$ cat src/rtl/ibex_mem_port_arbiter.sv
// Merges the Ibex instruction and data MEM ports onto one shared MEM port.
// Arbitration is round-robin, and an in-order ID FIFO routes each response back to its requester.
module ibex_mem_port_arbiter #(
   parameter int unsigned LOCAL_DATA_WIDTH = 32,
   parameter int unsigned LOCAL_ADDR_WIDTH = 32,
   parameter int unsigned MAX_OUTSTANDING  = 2
) (
   input  logic                          clk_i,
   input  logic                          rst_ni,
   input  logic                          instr_mem_req,
   output logic                          instr_mem_gnt,
   output logic                          instr_mem_valid,
   input  logic [LOCAL_ADDR_WIDTH-1:0]   instr_mem_addr,
   output logic [LOCAL_DATA_WIDTH-1:0]   instr_mem_rdata,
   input  logic [LOCAL_DATA_WIDTH-1:0]   instr_mem_wdata,
   input  logic                          instr_mem_we,
   input  logic [LOCAL_DATA_WIDTH/8-1:0] instr_mem_be,
   input  logic                          data_mem_req,
   output logic                          data_mem_gnt,
   output logic                          data_mem_valid,
   input  logic [LOCAL_ADDR_WIDTH-1:0]   data_mem_addr,
   output logic [LOCAL_DATA_WIDTH-1:0]   data_mem_rdata,
   input  logic [LOCAL_DATA_WIDTH-1:0]   data_mem_wdata,
   input  logic                          data_mem_we,
   input  logic [LOCAL_DATA_WIDTH/8-1:0] data_mem_be,
   output logic                          out_mem_req,
   input  logic                          out_mem_gnt,
   input  logic                          out_mem_valid,
   output logic [LOCAL_ADDR_WIDTH-1:0]   out_mem_addr,
   input  logic [LOCAL_DATA_WIDTH-1:0]   out_mem_rdata,
   output logic [LOCAL_DATA_WIDTH-1:0]   out_mem_wdata,
   output logic                          out_mem_we,
   output logic [LOCAL_DATA_WIDTH/8-1:0] out_mem_be,
   output logic                          protocol_err_o
);

   localparam int unsigned BE_W  = LOCAL_DATA_WIDTH / 8;
   localparam int unsigned PTR_W = (MAX_OUTSTANDING > 1) ? $clog2(MAX_OUTSTANDING) : 1;
   localparam int unsigned CNT_W = $clog2(MAX_OUTSTANDING + 1);

   localparam logic [0:0] ST_IDLE   = 1'b0;
   localparam logic [0:0] ST_LOCKED = 1'b1;
   localparam logic       SRC_INSTR = 1'b0;
   localparam logic       SRC_DATA  = 1'b1;

   localparam logic [PTR_W-1:0] PTR_LAST = PTR_W'(MAX_OUTSTANDING - 1);
   localparam logic [CNT_W-1:0] CNT_FULL = CNT_W'(MAX_OUTSTANDING);

   function automatic logic [PTR_W-1:0] ptr_inc(input logic [PTR_W-1:0] ptr);
      return (ptr == PTR_LAST) ? {PTR_W{1'b0}} : ptr + PTR_W'(1);
   endfunction

   logic [0:0]       state_r;
   logic             locked_sel_r;
   logic             last_grant_r;
   logic             id_fifo_r [MAX_OUTSTANDING];
   logic [PTR_W-1:0] wr_ptr_r;
   logic [PTR_W-1:0] rd_ptr_r;
   logic [CNT_W-1:0] count_r;
   logic             err_r;

   logic sel_s;
   logic want_s;
   logic full_s;
   logic empty_s;
   logic accept_s;
   logic pop_s;
   logic head_s;

   // Instruction fetches are read-only, so their write-side inputs are intentionally unused.
   logic unused_instr_wr_s;
   assign unused_instr_wr_s = ^{instr_mem_wdata, instr_mem_we, instr_mem_be};

   assign full_s   = (count_r == CNT_FULL);
   assign empty_s  = (count_r == {CNT_W{1'b0}});
   assign accept_s = out_mem_req & out_mem_gnt;
   assign pop_s    = out_mem_valid & ~empty_s;
   assign head_s   = id_fifo_r[rd_ptr_r];

   // Source selection: a locked selection is held; otherwise round-robin against last_grant.
   always_comb begin
      sel_s  = SRC_INSTR;
      want_s = 1'b0;
      if (state_r == ST_LOCKED) begin
         sel_s  = locked_sel_r;
         want_s = 1'b1;
      end else if (instr_mem_req && data_mem_req) begin
         sel_s  = ~last_grant_r;
         want_s = 1'b1;
      end else if (data_mem_req) begin
         sel_s  = SRC_DATA;
         want_s = 1'b1;
      end else begin
         sel_s  = SRC_INSTR;
         want_s = instr_mem_req;
      end
   end

   // Shared request mux with zero added latency; a full FIFO blocks the request.
   always_comb begin
      out_mem_req   = 1'b0;
      out_mem_addr  = {LOCAL_ADDR_WIDTH{1'b0}};
      out_mem_wdata = {LOCAL_DATA_WIDTH{1'b0}};
      out_mem_we    = 1'b0;
      out_mem_be    = {BE_W{1'b0}};
      instr_mem_gnt = 1'b0;
      data_mem_gnt  = 1'b0;
      if (want_s && !full_s) begin
         out_mem_req = 1'b1;
         if (sel_s == SRC_DATA) begin
            out_mem_addr  = data_mem_addr;
            out_mem_wdata = data_mem_wdata;
            out_mem_we    = data_mem_we;
            out_mem_be    = data_mem_be;
            data_mem_gnt  = out_mem_gnt;
         end else begin
            out_mem_addr  = instr_mem_addr;
            out_mem_be    = {BE_W{1'b1}};
            instr_mem_gnt = out_mem_gnt;
         end
      end else begin
         out_mem_req = 1'b0;
      end
   end

   // Response routing by FIFO head; rdata is broadcast while a response is on the bus.
   always_comb begin
      instr_mem_valid = 1'b0;
      data_mem_valid  = 1'b0;
      instr_mem_rdata = {LOCAL_DATA_WIDTH{1'b0}};
      data_mem_rdata  = {LOCAL_DATA_WIDTH{1'b0}};
      if (pop_s) begin
         instr_mem_valid = (head_s == SRC_INSTR);
         data_mem_valid  = (head_s == SRC_DATA);
      end else begin
         instr_mem_valid = 1'b0;
         data_mem_valid  = 1'b0;
      end
      if (out_mem_valid) begin
         instr_mem_rdata = out_mem_rdata;
         data_mem_rdata  = out_mem_rdata;
      end else begin
         instr_mem_rdata = {LOCAL_DATA_WIDTH{1'b0}};
         data_mem_rdata  = {LOCAL_DATA_WIDTH{1'b0}};
      end
   end

   // Handshake FSM and round-robin history.
   always_ff @(posedge clk_i or negedge rst_ni) begin
      if (!rst_ni) begin
         state_r      <= ST_IDLE;
         locked_sel_r <= SRC_INSTR;
         last_grant_r <= SRC_INSTR;
      end else begin
         case (state_r)
            ST_IDLE: begin
               if (out_mem_req && !out_mem_gnt) begin
                  state_r      <= ST_LOCKED;
                  locked_sel_r <= sel_s;
               end
            end
            ST_LOCKED: begin
               if (accept_s) begin
                  state_r <= ST_IDLE;
               end
            end
            default: state_r <= ST_IDLE;
         endcase
         if (accept_s) begin
            last_grant_r <= sel_s;
         end
      end
   end

   // In-order ID FIFO; push on accept, pop on a tracked response.
   always_ff @(posedge clk_i or negedge rst_ni) begin
      if (!rst_ni) begin
         for (int i = 0; i < int'(MAX_OUTSTANDING); i++) begin
            id_fifo_r[i] <= SRC_INSTR;
         end
         wr_ptr_r <= {PTR_W{1'b0}};
         rd_ptr_r <= {PTR_W{1'b0}};
         count_r  <= {CNT_W{1'b0}};
      end else begin
         if (accept_s) begin
            id_fifo_r[wr_ptr_r] <= sel_s;
            wr_ptr_r            <= ptr_inc(wr_ptr_r);
         end
         if (pop_s) begin
            rd_ptr_r <= ptr_inc(rd_ptr_r);
         end
         case ({accept_s, pop_s})
            2'b10:   count_r <= count_r + CNT_W'(1);
            2'b01:   count_r <= count_r - CNT_W'(1);
            default: count_r <= count_r;
         endcase
      end
   end

   // Sticky flag for responses that arrive with nothing outstanding.
   always_ff @(posedge clk_i or negedge rst_ni) begin
      if (!rst_ni) begin
         err_r <= 1'b0;
      end else if (out_mem_valid && empty_s) begin
         err_r <= 1'b1;
      end
   end

   assign protocol_err_o = err_r;

endmodule

$ cat config.mk
export PLATFORM = sky130hd
export DESIGN_NAME = ibex_mem_port_arbiter
export DESIGN_NICKNAME = d
export VERILOG_FILES = /design/src/rtl/ibex_mem_port_arbiter.sv
export SDC_FILE = /design/constraint.sdc
export NUM_CORES = 1
export LEC_CHECK = 0
export CORE_AREA = 2 2 124 126
export DETAILED_ROUTE_END_ITERATION = 8
export DIE_AREA = 0 0 126 128
export DONT_BUFFER_PORTS = 1
export PLACE_DENSITY = 0.3
export SYNTH_ARGS = -nofsm -noshare
export SYNTH_HDL_FRONTEND = slang
export SYNTH_SLANG_ARGS = --single-unit
$ cat constraint.sdc
create_clock -name clk_i -period 1.42 [get_ports clk_i]
set_input_delay 0.071 -clock clk_i [delete_from_list [all_inputs] [get_ports clk_i]]
set_output_delay 0.071 -clock clk_i [all_outputs]
set_load 0.01 [all_outputs]
==> run metrics, run 1 <==
outcome=finished with violations; failing checks=setup timing; Synth async-reset ratio=100%; synth top area cells=mux2i_1 17%, nand3_1 16%, dfrtp_1 13%; number of global-route vias before repair=1832; Yosys reg bits=10; most common cell in the synthesized netlist=nand3_1; Warnings, synthesis=0; Worst Hold Class=in2reg; GR Overflow Total=0; initial core utilization=13.4%; Final Slew Violations=0; routed wire length=7730 um; syn_nets=446; post-layout util=21.3%; Post-Synthesis Cell Area=1990 sq um; WHS=112 ps; Achievable Freq=0.587 GHz; drt first pass iters=4; Avg Inst Size Synth=7.41 sq um; Final Critical Period=1700 ps; max_cap viols=0; total core area=14900 sq um; pwr dens=2620 nW/um^2; Non-Filler Instances=451; Critical Path Fanout Max=12; Worst Path Required=1350 ps; CTS sink cnt=10; largest net degree at the start of global routing=65; CTS Buf Count=3; Setup Crit Path Kind=reg2out; global-route wire length before repair=10300 um; Worst slew margin=66.8%; I/O pin count=315; Final ANT Viol Nets=0; CTS tree=done; WL per Instance=17.1 um; antenna cell count=0; # placed instances=414; Die Area=16100 sq um; peak supply drop=0.000968 V; Yosys top cell by area=mux2i_1; pre-CTS WS=-209 ps; Die H=128 um; final hold vios=0; Root Buffer=clkbuf_16; Placer Congestion=0.793; Clock Tree Buf Depth=2; dpl cell area=2060 sq um; Fin Clk Skew=1.26 ps; # port buffers=0; detailed-route DRC error count=0; Worst setup EP type=output port; most common flop cell mapped by yosys=dfrtp_1; Commonest cells post-synth=65 x nand3_1, 34 x mux2i_1, 33 x and3_1, 33 x buf_4, 32 x and2_1; RSZ-0062 raised after global routing=yes; Final setup viols=80; vias=2010; die width=126 um; GRT Total Usage=7.99%; H-tree levels=1; nets=441; share of layout cells above drive strength 1=53.2%; Tcrit/Tclk final=120%; Reg clk slew, reported paths=40 ps; post-synthesis sequential area ratio=12.6%; Detailed Route Iter0 Violations=71; Leak=1.24 nW; reg-to-reg slack, setup=-190 ps; final non-filler cell area=3160 sq um; Cells after Synth=269; Slew @ Worst Pin=497 ps; post-synth top area share=17.1%; vias per cell=4.46; Synth cell types=27; Post-synth EDFFs=0; clk_lat worst skew=230 ps; worst setup margin=-282 ps; CP Launch Type=flop; DP HPWL=4750 um; num rows=45; Layout area overhead=58.6%; Worst EP arrival=1630 ps; initial antenna violation count=0
## stage by stage
step	TNS (ps)	power, mW
after detailed placement	-8350	4.51
after global routing	-21380	8.68
after floorplan	-1490	3.79
after CTS	-18620	7.58
final	-18270	8.27
after global placement	-6760	4.50
## registers in the layout, indices dropped and copies added (netlist names), named ones only
signal	count
wr_ptr_r	1
last_grant_r	1
count_r	2
protocol_err_o	1
rd_ptr_r	1
id_fifo_r	2
locked_sel_r	1
## final cells by class
class,count,area (sq um)
Tap cell,188,235
Sequential cell,10,250
Timing Repair Buffer,44,609
Fill cell,1603,11700
Inverter,1,3.75
Multi-Input combinational cell,204,1970
Clock buffer,4,88.8
## report_power, final
part / switching [mW] / internal, mW / total (mW) / leakage, nW
Sequential: 0.122 / 0.424 / 0.546 / 0.115
Combinational: 3.42 / 3.75 / 7.17 / 1.08
Clock: 0.132 / 0.423 / 0.555 / 0.0442
Total: 3.67 / 4.60 / 8.27 / 1.24
## layout by cell type (no fill, tap or decap), drive strengths merged, types with 2 or more instances in the layout
master	instances
clkbuf	5
mux2	4
dlygate4sd3	2
dfrtp	10
and2	40
and3	33
a31oi	2
nor2b	2
nand3	66
xnor2	4
buf	40
mux2i	34
o21a	5
nor2	6
## what timing repair did
action	CTS	global route
hold endpoints to repair	11	0
resized for setup	95	29
pin swaps	40	13
hold buffers	2	0
setup endpoints to repair	79	79
setup buffers	14	6
gates cloned	9	5
## critical path: stages (launching register included)
cell	delay [ps]
dfrtp_1	380
buf_6	140
mux2i_4	240
buf_12	160
buf_12	170
mux2i_2	300
## logic make-up after synthesis
family / count (synthesis) / synth area share (%)
adders and majority gates: 1 / 0.628
and+or+nand+nor: 143 / 40.5
DFF: 10 / 12.6
AOI/OAI and AO/OA: 10 / 3.52
buffers and inverters: 62 / 21.3
xor gates and xnor gates: 5 / 2.20
muxes: 38 / 19.3
## metal layers
layer  track usage, %  wire length, um
met1             10.2             3150
met2             14.3             3950
met3             1.21              572
met4             1.62               57
met5                0                0
## worst paths after layout
path	from	cells after the start	endpoint
min in group asynchronous	rst_ni	1	count_r[1]$_DFFE_PN0P_
worst min register to register	rd_ptr_r$_DFFE_PN0P_	1	rd_ptr_r$_DFFE_PN0P_
worst max register to register	flop	7	count_r[1]$_DFFE_PN0P_
worst max-delay path	flop	5	out_mem_addr[6]
max in group asynchronous	rst_ni	1	wr_ptr_r$_DFFE_PN0N_
worst min-delay path	out_mem_gnt	3	locked_sel_r$_DFFE_PN0P_
Power figures use the tool's default switching activity.
==> inputs of run 2 (changes only) <==
--- a/config.mk
+++ b/config.mk
@@ -5,9 +5,9 @@
 export SDC_FILE = /design/constraint.sdc
 export NUM_CORES = 1
 export LEC_CHECK = 0
-export CORE_AREA = 2 2 124 126
+export CORE_AREA = 2 2 122 124
 export DETAILED_ROUTE_END_ITERATION = 8
-export DIE_AREA = 0 0 126 128
+export DIE_AREA = 0 0 124 126
 export DONT_BUFFER_PORTS = 1
 export PLACE_DENSITY = 0.3
 export SYNTH_ARGS = -nofsm -noshare
==> run 2 against run 1 <==
The flow still finishes with violations (setup timing); power about the same; largest power group unchanged; non-clock buffer count down 2; global-route usage up 0.52 points; clock skew about the same; worst hold slack worse by 26 ps; final cell count down 2.2%; clock-buffer cell count unchanged; clock power about the same; wire length up 13%; cell area up 1.8%.
==> run metrics, run 2 (same netlist as run 1, synthesis figures left out) <==
clk_lat worst skew=240 ps (about the same); Worst Path Required=1350 ps (about the same); CP Cell Sequence=buf_6 > mux2i_4 > buf_6 > buf_12 > clkbuf_16 > mux2i_4; Layout area overhead=61.5%; Die Area=15600 sq um (-3.1%); GRT Total Usage=8.51% (+0.52 points); Fin Clk Skew=0.993 ps (-0.267 ps); Tcrit/Tclk final=122% (+2.5 points); H-tree levels=1 (unchanged); Reg clk slew, reported paths=40 ps (about the same); initial antenna violation count=1 (+1); Final Critical Period=1740 ps (+35.9 ps); worst flop-to-flop path endpoint=count_r[1]$_DFFE_PN0P_; worst setup margin=-318 ps (-35.9 ps); commonest non-fill, non-tap cell in the layout=nand3_1; Achievable Freq=0.575 GHz (-2.1%); Final setup viols=80 (unchanged); CTS tree=done; min-delay src=out_mem_gnt; Worst EP arrival=1670 ps (+40 ps); nets=435 (-1.4%); reg-to-reg slack, setup=-240 ps (-50 ps); Worst Hold Class=in2reg; GR Overflow Total=0 (unchanged); outcome=finished with violations; reg2reg path depth=7 (unchanged); slowest stage delay, CP=350 ps (-30 ps); detailed-route DRC error count=0 (unchanged); num rows=44 (-2.2%); WL per Instance=19.7 um (+15%); pre-CTS WS=-191 ps (+18.3 ps); peak supply drop=0.000685 V (-29%); Worst setup EP type=output port; Worst slew margin=66.5% (-0.28 points); Root Buffer=clkbuf_16; final hold vios=0 (unchanged); Slew @ Worst Pin=501 ps (+4.22 ps); global-route wire length before repair=10200 um (-0.94%); I/O pin count=315 (unchanged); Crit path max-delay family=buffers and inverters; RSZ-0062 raised after global routing=yes; vias=1988 (-1.1%); Critical Path Fanout Max=5 (-7); CP Launch Type=flop; largest net degree at the start of global routing=65 (unchanged); number of global-route vias before repair=1796 (-2.0%); most frequent cells in the layout=54 x nand3_1, 33 x and3_4, 32 x and2_1; routed wire length=8700 um (+13%); Crit path buffers/inverters=4 (+1); Final ANT Viol Nets=0 (unchanged); Leak=1.25 nW (+1.6%); hold path cells=2 (-1); vias per cell=4.51 (+1.1%); failing checks=setup timing; die width=124 um (-1.6%); CTS sink cnt=10 (unchanged); hold worst-path end=id_fifo_r[0]$_DFFE_PN0P_; Die H=126 um (-1.6%); Setup Crit Path Kind=reg2out; DP HPWL=5000 um (+5.3%); antenna cell count=0 (unchanged); Clock Tree Buf Depth=2 (unchanged); drt first pass iters=4 (unchanged); initial core utilization=13.9% (+0.52 points); Placer Congestion=0.670 (-16%); pwr dens=2570 nW/um^2 (-1.8%); total core area=14300 sq um (-3.7%); CP max stage cell=dfrtp_1; # port buffers=0 (unchanged); max_cap viols=0 (unchanged); WHS=85.9 ps (-26.3 ps); Detailed Route Iter0 Violations=57 (-20%); share of layout cells above drive strength 1=55.3% (+2.0 points); Final Slew Violations=0 (unchanged); Top Registers=count_r x2, id_fifo_r x2; CTS Buf Count=3 (unchanged)
[run 2: worst register-to-register path, stage by stage, from the launching register on]
cell     delay, ps
dfrtp_1        380
or3_4          480
buf_6          160
nand3_4         80
ha_4           150
xnor2_2        100
nor2_2          60
xor2_1         130
[run 2: worst max path at each step]
stage / start / endpoint / slack, ps / cells after the start
finish: flop / out_mem_addr[9] / -320 / 6
global route: flop / out_mem_addr[9] / -370 / 6
CTS: last_grant_r$_DFFE_PN0N_ / out_mem_addr[13] / -310 / 6
detailed placement: flop / count_r[1]$_DFFE_PN0P_ / -190 / 6
global placement: flop / count_r[1]$_DFFE_PN0P_ / -180 / 6
floorplan: flop / count_r[1]$_DFFE_PN0P_ / -120 / 7
[run 2: layout make-up]
| cell class | count | area, sq um |
|---|---|---|
| multi-input cells | 200 | 2010 |
| flip-flops and latches | 10 | 251 |
| well taps | 184 | 230 |
| fillers | 1518 | 11100 |
| clock buffers | 4 | 88.8 |
| inverters | 1 | 3.75 |
| repair buffers | 42 | 632 |
[run 2: repair_timing]
item	CTS	global route
hold buffers	2	0
pin swaps	5	19
endpoints found under the hold margin	11	0
buffers inserted	7	7
cloned	5	11
resized for setup	41	92
endpoints found under the setup margin	79	78
[run 2: through the flow]
step	instances	TNS (ps)	power (mW)	instance area, sq um	utilization (%)
after floorplan	269	-1490	3.79	2040	-
after global placement	407	-5770	4.35	2020	14.1
after detailed placement	407	-7150	4.36	2020	14.1
after CTS	425	-19510	6.40	2510	17.6
after global routing	441	-22130	8.74	3220	22.5
final	441	-18300	8.27	3220	22.5
[run 2: per-layer routing]
metal	vias up	share of wire, %	global-route usage (%)
met5	-	0	0
met4	0	1.2	1.72
met3	14	7.4	1.45
met2	169	55	16.3
met1	916	37	9.71
li1	889	-	-
[run 2: report_power, final]
group | total, mW | switching (mW) | internal [mW]
logic | 7.15 | 3.42 | 3.73
registers | 0.559 | 0.132 | 0.427
clock network | 0.558 | 0.135 | 0.424
total | 8.27 | 3.69 | 4.58
==> inputs of run 3 (changes only) <==
--- a/config.mk
+++ b/config.mk
@@ -5,11 +5,11 @@
 export SDC_FILE = /design/constraint.sdc
 export NUM_CORES = 1
 export LEC_CHECK = 0
-export CORE_AREA = 2 2 122 124
+export BUFFER_PORTS_ARGS = -buffer_cell sky130_fd_sc_hd__clkbuf_2
+export CORE_AREA = 5 5 119 121
 export DETAILED_ROUTE_END_ITERATION = 8
 export DIE_AREA = 0 0 124 126
-export DONT_BUFFER_PORTS = 1
-export PLACE_DENSITY = 0.3
+export PLACE_DENSITY = 0.53
 export SYNTH_ARGS = -nofsm -noshare
 export SYNTH_HDL_FRONTEND = slang
 export SYNTH_SLANG_ARGS = --single-unit
==> run 3 against run 2 <==
The run still ends with setup timing left; combinational power decreased by 17%; final cell count increased by 58%; first-iteration DRC count increased by 46%; die area unchanged; worst hold slack improved by 150 ps; sequential cell count unchanged; global-route usage increased by 2.2 points; critical path type unchanged; critical endpoint is now out_mem_addr[17]; largest cell class is now non-clock buffers.
==> run metrics, run 3 (same netlist as run 1, synthesis figures left out) <==
H-tree levels=1 (unchanged); antenna cell count=0 (unchanged); GRT Total Usage=10.7% (+2.2 points); vias=2885 (+45%); Reg power frac=7.8% (+1.0 points); CTS Buf Count=3 (unchanged); CTS sink cnt=10 (unchanged); CP max stage cell=or3_4; Non-Filler Instances=696 (+58%); max_cap viols=0 (unchanged); commonest non-fill, non-tap cell in the layout=clkbuf_2; Fin Clk Skew=0.910 ps (-0.0832 ps); Final setup viols=78 (-2.5%); slowest stage delay, CP=470 ps (+120 ps); detailed-route DRC error count=0 (unchanged); Setup Crit Path Kind=reg2out; GR Overflow Total=0 (unchanged); number of global-route vias before repair=2745 (+53%); Leak=2.39 nW (+90%); total core area=13000 sq um (-9.3%); final hold vios=0 (unchanged); initial antenna violation count=0 (-1); Final Slew Violations=0 (unchanged); Storage cell area=250 sq um (-0.50%); failing checks=setup timing; Placer Congestion=0.816 (+22%); Final Critical Period=1710 ps (-24.5 ps); Worst Hold Class=in2async; Slew @ Worst Pin=254 ps (-247 ps); P_sw=3.21 mW (-13%); Fill cells=1415 (-6.8%); Detailed Route Iter0 Violations=83 (+46%); DP HPWL=7310 um (+46%); initial core utilization=15.4% (+1.4 points); Clock Tree Buf Depth=2 (unchanged); Worst setup EP type=output port; WHS=238 ps (+152 ps); Switching Fraction=45.5% (+0.84 points); Achievable Freq=0.583 GHz (+1.4%); Root Buffer=clkbuf_16; worst setup margin=-294 ps (+24.5 ps); Worst EP arrival=1640 ps (-30 ps); drt first pass iters=4 (unchanged); reg2reg path depth=7 (unchanged); Int Power=3.85 mW (-16%); critical path endpoint=out_mem_addr[17]; Multi-input gate area=1480 sq um (-26%); post-layout util=29.7% (+7.2 points); peak supply drop=0.000984 V (+44%); Clock power frac=7.9% (+1.1 points); Layout area overhead=93.1%; # placed instances=679 (+67%); nets=698 (+60%); worst flop-to-flop path endpoint=count_r[1]$_DFFE_PN0P_; global-route wire length before repair=13500 um (+32%); Critical Path Fanout Max=32 (+27); I/O pin count=315 (unchanged); reg-to-reg slack, setup=-240 ps (about the same); WL per Instance=13.8 um (-30%); pre-CTS WS=-188 ps (+2.73 ps); RSZ-0062 raised after global routing=yes; largest net degree at the start of global routing=65 (unchanged); outcome=finished with violations; Die Area=15600 sq um (unchanged); clk_lat worst skew=240 ps (about the same); Worst slew margin=83.1% (+17 points); routed wire length=9600 um (+10%); CP Cell Sequence=or3_4 > clkbuf_16 > nand3_1 > mux2i_1 > buf_2; Combinational Power Share=84.4% (-2.1 points); pwr dens=1840 nW/um^2 (-29%); share of layout cells above drive strength 1=64.8% (+9.6 points); Tcrit/Tclk final=121% (-1.7 points); Die H=126 um (unchanged); # port buffers=277 (+277); Top Registers=count_r x2, id_fifo_r x2; Worst Path Required=1350 ps (about the same); CTS tree=done; die width=124 um (unchanged); num rows=42 (-4.5%); vias per cell=4.15 (-8.0%); CP Launch Type=flop; total power=7.07 mW (-15%); Final ANT Viol Nets=0 (unchanged); Reg clk slew, reported paths=40 ps (about the same); most frequent cells in the layout=262 x clkbuf_2, 58 x nand3_1, 32 x and2_1, 32 x mux2i_1, 30 x and3_1
## run 3: cell count changes in the layout (fill, tap and decap cells not counted), moves of 14 or more
| cell | before | now |
|---|---|---|
| clkbuf_2 | 0 | 262 |
| and3_1 | 0 | 30 |
| and3_4 | 33 | 3 |
| mux2i_1 | 4 | 32 |
| mux2i_4 | 25 | 1 |
| buf_2 | 0 | 14 |
## run 3: power by group through the flow
stage	sequential (mW)	clock [mW]	combinational [mW]
5_1_grt	0.566	0.579	6.47
6_report	0.548	0.556	5.96
4_1_cts	0.536	0.568	5.76
3_5_place_dp	0.526	0	5.05
2_1_floorplan	0.524	0	3.26
3_3_place_gp	0.523	0	5.05
## run 3: critical path, delay by kind of cell, from the launching register on
family                 cells  cell delay, ps
flip-flops                 1             380
multiplexers               1              70
AND/OR/NAND/NOR            2             570
buffers and inverters      2             380
## run 3: stage by stage
step / cell area, sq um / TNS (ps)
after floorplan: 2040 / -1490
after global placement: 3420 / -10610
after detailed placement: 3420 / -10720
after CTS: 3690 / -18540
after global routing: 3850 / -23610
final: 3850 / -19640
## run 3: per-layer routing
layer | global-route usage (%) | wire length, um | vias up | part of all wire (%)
met5 | 0 | 0 | - | 0
li1 | - | - | 1413 | -
met1 | 12.1 | 3670 | 1283 | 38
met4 | 2.26 | 102 | 0 | 1.1
met2 | 20.2 | 4770 | 181 | 50
met3 | 2.33 | 1060 | 8 | 11
## run 3: layout make-up
class | count | area share, %
clock buffer | 4 | 2.31
inverter | 1 | 0.0975
multi-input combinational | 200 | 38.5
sequential | 10 | 6.50
tap | 176 | 5.72
timing repair buffer | 305 | 46.9
## run 3: worst min path at each step
stage	end	from	cells after the start
finish	last_grant_r$_DFFE_PN0N_	rst_ni	2
global route	id_fifo_r[0]$_DFFE_PN0P_	out_mem_gnt	3
CTS	id_fifo_r[0]$_DFFE_PN0P_	out_mem_gnt	3
global placement	last_grant_r$_DFFE_PN0N_	rst_ni	1
detailed placement	last_grant_r$_DFFE_PN0N_	rst_ni	1
floorplan	asynchronous set/reset pin	rst_ni	0
## run 3: what timing repair did
action / 4_1_cts / 5_1_grt
setup buffers: 3 / 2
pin swaps: 0 / 2
setup endpoints to repair: 79 / 80
gates resized for setup: 13 / 37
endpoints found under the hold margin: 10 / 0
hold buffers: 1 / 0
cloned: 6 / 2
